[src/rtl/spi_flash_pkg.sv]
// Shared constants and types for the SPI flash read arbiter.
// The read frame is {command, 24-bit byte address, 32 dummy bits clocked while data returns}.
package spi_flash_pkg;

    localparam logic [7:0] CMD_READ   = 8'h03;
    localparam int         FRAME_BITS = 64;

    typedef enum logic [1:0] {
        IDLE,
        SHIFT,
        DONE,
        GAP
    } state_e;

    typedef enum logic {
        GRANT_I,
        GRANT_D
    } grant_e;

    function automatic logic [FRAME_BITS-1:0] read_frame(input logic [23:0] byte_adr);
        return {CMD_READ, byte_adr, 32'h0};
    endfunction

endpackage

[src/rtl/spi_flash_shifter.sv]
// SPI mode-0 bit engine: divides sys_clk into spi_clk, shifts the 64-bit frame out on
// mosi and captures miso into the frame LSB on each spi_clk rising edge.
module spi_flash_shifter
    import spi_flash_pkg::*;
#(
    parameter int CLK_DIV = 1
) (
    input  logic                  clk_i,
    input  logic                  rst_i,
    input  logic                  start_i,
    input  logic [FRAME_BITS-1:0] frame_i,
    input  logic                  miso_i,
    output logic                  sclk_o,
    output logic                  mosi_o,
    output logic                  done_o,
    output logic [31:0]           data_o
);

    localparam int DIV_W = (CLK_DIV > 1) ? $clog2(CLK_DIV) : 1;
    localparam logic [DIV_W-1:0] DIV_MAX  = DIV_W'(CLK_DIV - 1);
    localparam logic [5:0]       BIT_LAST = 6'(FRAME_BITS - 1);

    logic [FRAME_BITS-1:0] shreg_q;
    logic [DIV_W-1:0]      div_q;
    logic [5:0]            bit_q;
    logic                  active_q;
    logic                  sclk_q;
    logic                  mosi_q;

    // NOTE: all state here uses non-blocking assignments so every register sees the
    // pre-edge value of its neighbours, exactly like the flops it describes.
    always_ff @(posedge clk_i) begin
        if (rst_i) begin
            shreg_q  <= '0;
            div_q    <= '0;
            bit_q    <= '0;
            active_q <= 1'b0;
            sclk_q   <= 1'b0;
            mosi_q   <= 1'b0;
        end else if (start_i) begin
            shreg_q  <= frame_i;
            mosi_q   <= frame_i[FRAME_BITS-1];
            div_q    <= '0;
            bit_q    <= '0;
            sclk_q   <= 1'b0;
            active_q <= 1'b1;
        end else if (active_q) begin
            if (div_q == DIV_MAX) begin
                div_q <= '0;
                if (!sclk_q) begin
                    sclk_q  <= 1'b1;
                    shreg_q <= {shreg_q[FRAME_BITS-2:0], miso_i};
                end else if (bit_q == BIT_LAST) begin
                    sclk_q   <= 1'b0;
                    mosi_q   <= 1'b0;
                    active_q <= 1'b0;
                end else begin
                    // The shift happened on the rising edge, so the new MSB is the next bit.
                    sclk_q <= 1'b0;
                    mosi_q <= shreg_q[FRAME_BITS-1];
                    bit_q  <= bit_q + 6'd1;
                end
            end else begin
                div_q <= div_q + DIV_W'(1);
            end
        end
    end

    assign done_o = active_q && sclk_q && (div_q == DIV_MAX) && (bit_q == BIT_LAST);
    assign sclk_o = sclk_q;
    assign mosi_o = mosi_q;
    assign data_o = shreg_q[31:0];

endmodule

[src/rtl/spi_flash_read_arbiter.sv]
// Round-robin arbiter sharing one SPI flash between the LM32 instruction and data buses,
// issuing one READ frame per granted word request.
module spi_flash_read_arbiter
    import spi_flash_pkg::*;
#(
    parameter int CLK_DIV = 1,
    parameter int CS_IDLE = 2,
    parameter int ADR_W   = 22
) (
    input  logic             sys_clk,
    input  logic             sys_rst,
    input  logic             ibus_req,
    input  logic [ADR_W-1:0] ibus_adr,
    output logic             ibus_ack,
    output logic [31:0]      ibus_dat,
    input  logic             dbus_req,
    input  logic [ADR_W-1:0] dbus_adr,
    output logic             dbus_ack,
    output logic [31:0]      dbus_dat,
    output logic             spi_cs_n,
    output logic             spi_clk,
    output logic             spi_mosi,
    input  logic             spi_miso,
    output logic             busy
);

    localparam int GAP_W = $clog2(CS_IDLE + 1);
    localparam logic [GAP_W-1:0] GAP_INIT = GAP_W'(CS_IDLE - 1);

    state_e            state_q;
    grant_e            grant_q;
    grant_e            prio_q;
    logic [GAP_W-1:0]  gap_q;
    logic              cs_n_q;
    logic              ibus_ack_q;
    logic              dbus_ack_q;

    grant_e            gnt_d;
    logic              start_d;
    logic [ADR_W-1:0]  adr_d;
    logic              shift_done;
    logic [31:0]       rd_data;

    // Round-robin: a lone request wins; on a tie the port not granted last wins.
    assign gnt_d   = (ibus_req && (!dbus_req || prio_q == GRANT_I)) ? GRANT_I : GRANT_D;
    assign start_d = (state_q == IDLE) && (ibus_req || dbus_req);
    assign adr_d   = (gnt_d == GRANT_I) ? ibus_adr : dbus_adr;

    spi_flash_shifter #(
        .CLK_DIV (CLK_DIV)
    ) u_shifter (
        .clk_i   (sys_clk),
        .rst_i   (sys_rst),
        .start_i (start_d),
        .frame_i (read_frame(24'({adr_d, 2'b00}))),
        .miso_i  (spi_miso),
        .sclk_o  (spi_clk),
        .mosi_o  (spi_mosi),
        .done_o  (shift_done),
        .data_o  (rd_data)
    );

    always_ff @(posedge sys_clk) begin
        if (sys_rst) begin
            state_q    <= IDLE;
            grant_q    <= GRANT_I;
            prio_q     <= GRANT_I;
            gap_q      <= '0;
            cs_n_q     <= 1'b1;
            ibus_ack_q <= 1'b0;
            dbus_ack_q <= 1'b0;
        end else begin
            case (state_q)
                IDLE: begin
                    if (start_d) begin
                        grant_q <= gnt_d;
                        prio_q  <= (gnt_d == GRANT_I) ? GRANT_D : GRANT_I;
                        cs_n_q  <= 1'b0;
                        state_q <= SHIFT;
                    end
                end
                SHIFT: begin
                    if (shift_done) begin
                        cs_n_q     <= 1'b1;
                        ibus_ack_q <= (grant_q == GRANT_I);
                        dbus_ack_q <= (grant_q == GRANT_D);
                        state_q    <= DONE;
                    end
                end
                DONE: begin
                    ibus_ack_q <= 1'b0;
                    dbus_ack_q <= 1'b0;
                    gap_q      <= GAP_INIT;
                    state_q    <= GAP;
                end
                GAP: begin
                    if (gap_q == '0) begin
                        state_q <= IDLE;
                    end else begin
                        gap_q <= gap_q - GAP_W'(1);
                    end
                end
                default: state_q <= IDLE;
            endcase
        end
    end

    assign spi_cs_n = cs_n_q;
    assign ibus_ack = ibus_ack_q;
    assign dbus_ack = dbus_ack_q;
    assign ibus_dat = rd_data;
    assign dbus_dat = rd_data;
    assign busy     = (state_q != IDLE);

endmodule

[config.mk]
export PLATFORM = sky130hd
export DESIGN_NAME = spi_flash_read_arbiter
export DESIGN_NICKNAME = d
export VERILOG_FILES = /design/src/rtl/spi_flash_pkg.sv /design/src/rtl/spi_flash_shifter.sv /design/src/rtl/spi_flash_read_arbiter.sv
export SDC_FILE = /design/constraint.sdc
export NUM_CORES = 1
export LEC_CHECK = 0
export ABC_CLOCK_PERIOD_IN_PS = 2090
export CORE_MARGIN = 5
export CORE_UTILIZATION = 47
export DETAILED_ROUTE_END_ITERATION = 10
export GPL_ROUTABILITY_DRIVEN = 1
export PLACE_DENSITY_LB_ADDON = 0.3
export SYNTH_ARGS = -nofsm -noshare
export SYNTH_HDL_FRONTEND = slang
export SYNTH_SLANG_ARGS = --single-unit
[constraint.sdc]
create_clock -name sys_clk -period 2.09 [get_ports sys_clk]
set_input_delay 0.209 -clock sys_clk [delete_from_list [all_inputs] [get_ports sys_clk]]
set_output_delay 0.209 -clock sys_clk [all_outputs]
set_load 0.05 [all_outputs]
==> impl_metrics.ini <==
[placed_design]
routabilityCongestion = 0.789
place_inst = 634
port_buffers = 118
dp_hpwl_um = 6070
placed_cell_area_um2 = 4820
post-place-ws_ps = 175

[cells_and_area]
syn_to_final_growth_pct = 26.0
nets = 596
fillers = 765
design_area_um2 = 5020
final_cells = 650
diodes = 0
drive_gt1_frac = 0.0587

[clock_tree]
cts_root_buf = clkbuf_8
cts_setup_buffers = 0
cts_max_level = 3
ctsHoldBuffers = 0
cts_tree = done
cts_sinks = 82
cts_buffers = 9
cts.clk_slew.worst_paths_ps = 90
cts_resized = 0
clk_path_buf_depth = 2
clk_latency_ps = 340

[min_path]
hp-class = in -> reg

[grt]
grt_pass1_wl_um = 13800
grt_overflow_total = 0
antenna_found_initial = 0
track_usage = 0.160
grt_pass1_vias = 3140
grt_max_degree = 49

[logic_synthesis]
synth_top_area_cell = dfxtp_1
syn_nets = 556
synth-seq-cells = 82
yosys_warnings = 0
avgSynthCellArea_um2 = 7.97
synth_cells = 500
synth_edf_count = 0
synthFlopType = dfxtp_1
ys_types = 37
synth_most_common_cell = nand2_1
synthArstFlopShare = 0
ys_top_cells_by_count = 136 x nand2_1, 82 x dfxtp_1, 67 x buf_4
seq_area_frac_synth = 0.412
synth_top_area_frac = 0.412
synthTopCellsByArea = dfxtp_1 41%, nand2_1 13%, buf_4 13%
netlist_area_um2 = 3980

[worst_setup_path]
slowest_stage = clkdlybuf4s50_1
crit_buf_inv = 1
worstPathCellList = clkdlybuf4s50_1
r2r_slack_ps = 240
worstSetupPathType = reg -> out
crit_family = buffers and inverters
arrival_ps = 1650
critPathMaxStageDelay_ps = 850
crit_required_ps = 1880
worstSetupEndpointType = output port
crit_fanout = 6
startpoint_type = flip-flop

[routing]
ant_nets = 0
wire_per_inst_um = 12.9
drt_pass1_iterations = 4
via_per_inst = 5.13
drt_wl_total_um = 8410
drcViolationCount = 0
dr.first_iter.drc_count = 96
vias = 3337

[sta]
tightestPinTransition_ps = 535
post-route-period-util = 0.891
fmax_ghz = 0.537
hold_ws_ps = 416
setup_violations = 0
fin_crit_ps = 1860
drv_slew = 0
hold_viol = 0
fin_tns_setup_ps = 0
fin_ws_ps = 227
grt_setup_unrepaired = no
slew_headroom = 0.642
clock-skew-final_ps = 13.5

[outcome]
status = completed

[floorplan]
fp.dieW_um = 102
io_pins = 119
fp.dieH_um = 102
start_util = 0.482
core_area_um2 = 8260
die_area_um2 = 10400
rows = 33

[power]
power.leakage_nw = 1.66
irDropWorstVdd_mv = 0.518
p_per_area_nw_per_um2 = 986

[flow_run]
drv_cap = 0
[flip-flops by register name, indices dropped and copies added (netlist names)]
| signal | count |
|---|---|
| u_shifter.shreg_q | 64 |
| u_shifter.sclk_o | 1 |
| gap_q | 2 |
| u_shifter.active_q | 1 |
| grant_q | 1 |
| spi_cs_n | 1 |
| u_shifter.bit_q | 6 |
| u_shifter.mosi_o | 1 |
| dbus_ack | 1 |
| prio_q | 1 |
| state_q | 2 |
| ibus_ack | 1 |
[report_power, final]
group	internal (W)	switching (W)	total, W	leakage, nW
Combinational	0.000689	0.00112	0.00181	0.900
Clock	0.000560	0.000580	0.00114	0.0962
Sequential	0.00184	0.000162	0.00200	0.669
[per-stage QoR]
| step | total power [W] | utilization |
|---|---|---|
| 6_report | 0.00495 | 0.608 |
| 5_1_grt | 0.00529 | 0.608 |
| 4_1_cts | 0.00500 | 0.608 |
| 3_5_place_dp | 0.00385 | 0.584 |
| 3_3_place_gp | 0.00381 | 0.584 |
| 2_1_floorplan | 0.00326 | - |
[path summary, 6_finish.rpt]
path	startpoint	depth (start not counted)	to
worst max-delay path	u_shifter.sclk_o	1	spi_clk
worst min-delay path	spi_miso	3	u_shifter.shreg_q[0]
worst max register to register	u_shifter.bit_q[0]	5	dbus_ack
worst min register to register	u_shifter.shreg_q[57]	2	u_shifter.shreg_q[58]
[per-layer routing]
metal | track usage | part of all wire | vias up
met5 | 0 | 0 | -
met3 | 0.0300 | 0.071 | 4
met2 | 0.274 | 0.47 | 122
met1 | 0.202 | 0.46 | 1511
met4 | 0.0575 | 0.0065 | 0
li1 | - | - | 1700
[cells by family after synthesis]
logic type / after synthesis / synth area share
compound gates: 115 / 0.188
simple gates: 186 / 0.204
flops: 82 / 0.412
xor+xnor: 5 / 0.0110
fa+ha+maj: 7 / 0.0220
buf+inv: 105 / 0.163
[cells in the final DEF, fill, tap and decap left out, types with 4 or more instances in the layout]
cell and n:
nand2_1 135, xor2_1 5, nor2b_1 19, clkdlybuf4s50_1 117, a211oi_1 22, ha_1 7
clkbuf_8 9, buf_12 5, inv_1 8, dfxtp_1 82, a311oi_1 23, a21oi_1 51
o21ai_0 6, buf_4 4, nor2_1 8
[cell type report]
cell class	instances	area, um2	share of cell area
flip-flops and latches	82	1640	0.327
clock buffers	9	124	0.0247
well taps	105	131	0.0262
inverters	8	30.0	0.00598
repair buffers	126	1300	0.259
clock inverters	7	76.3	0.0152
multi-input cells	313	1720	0.342
No activity file was read; power rests on OpenSTA's default activity.
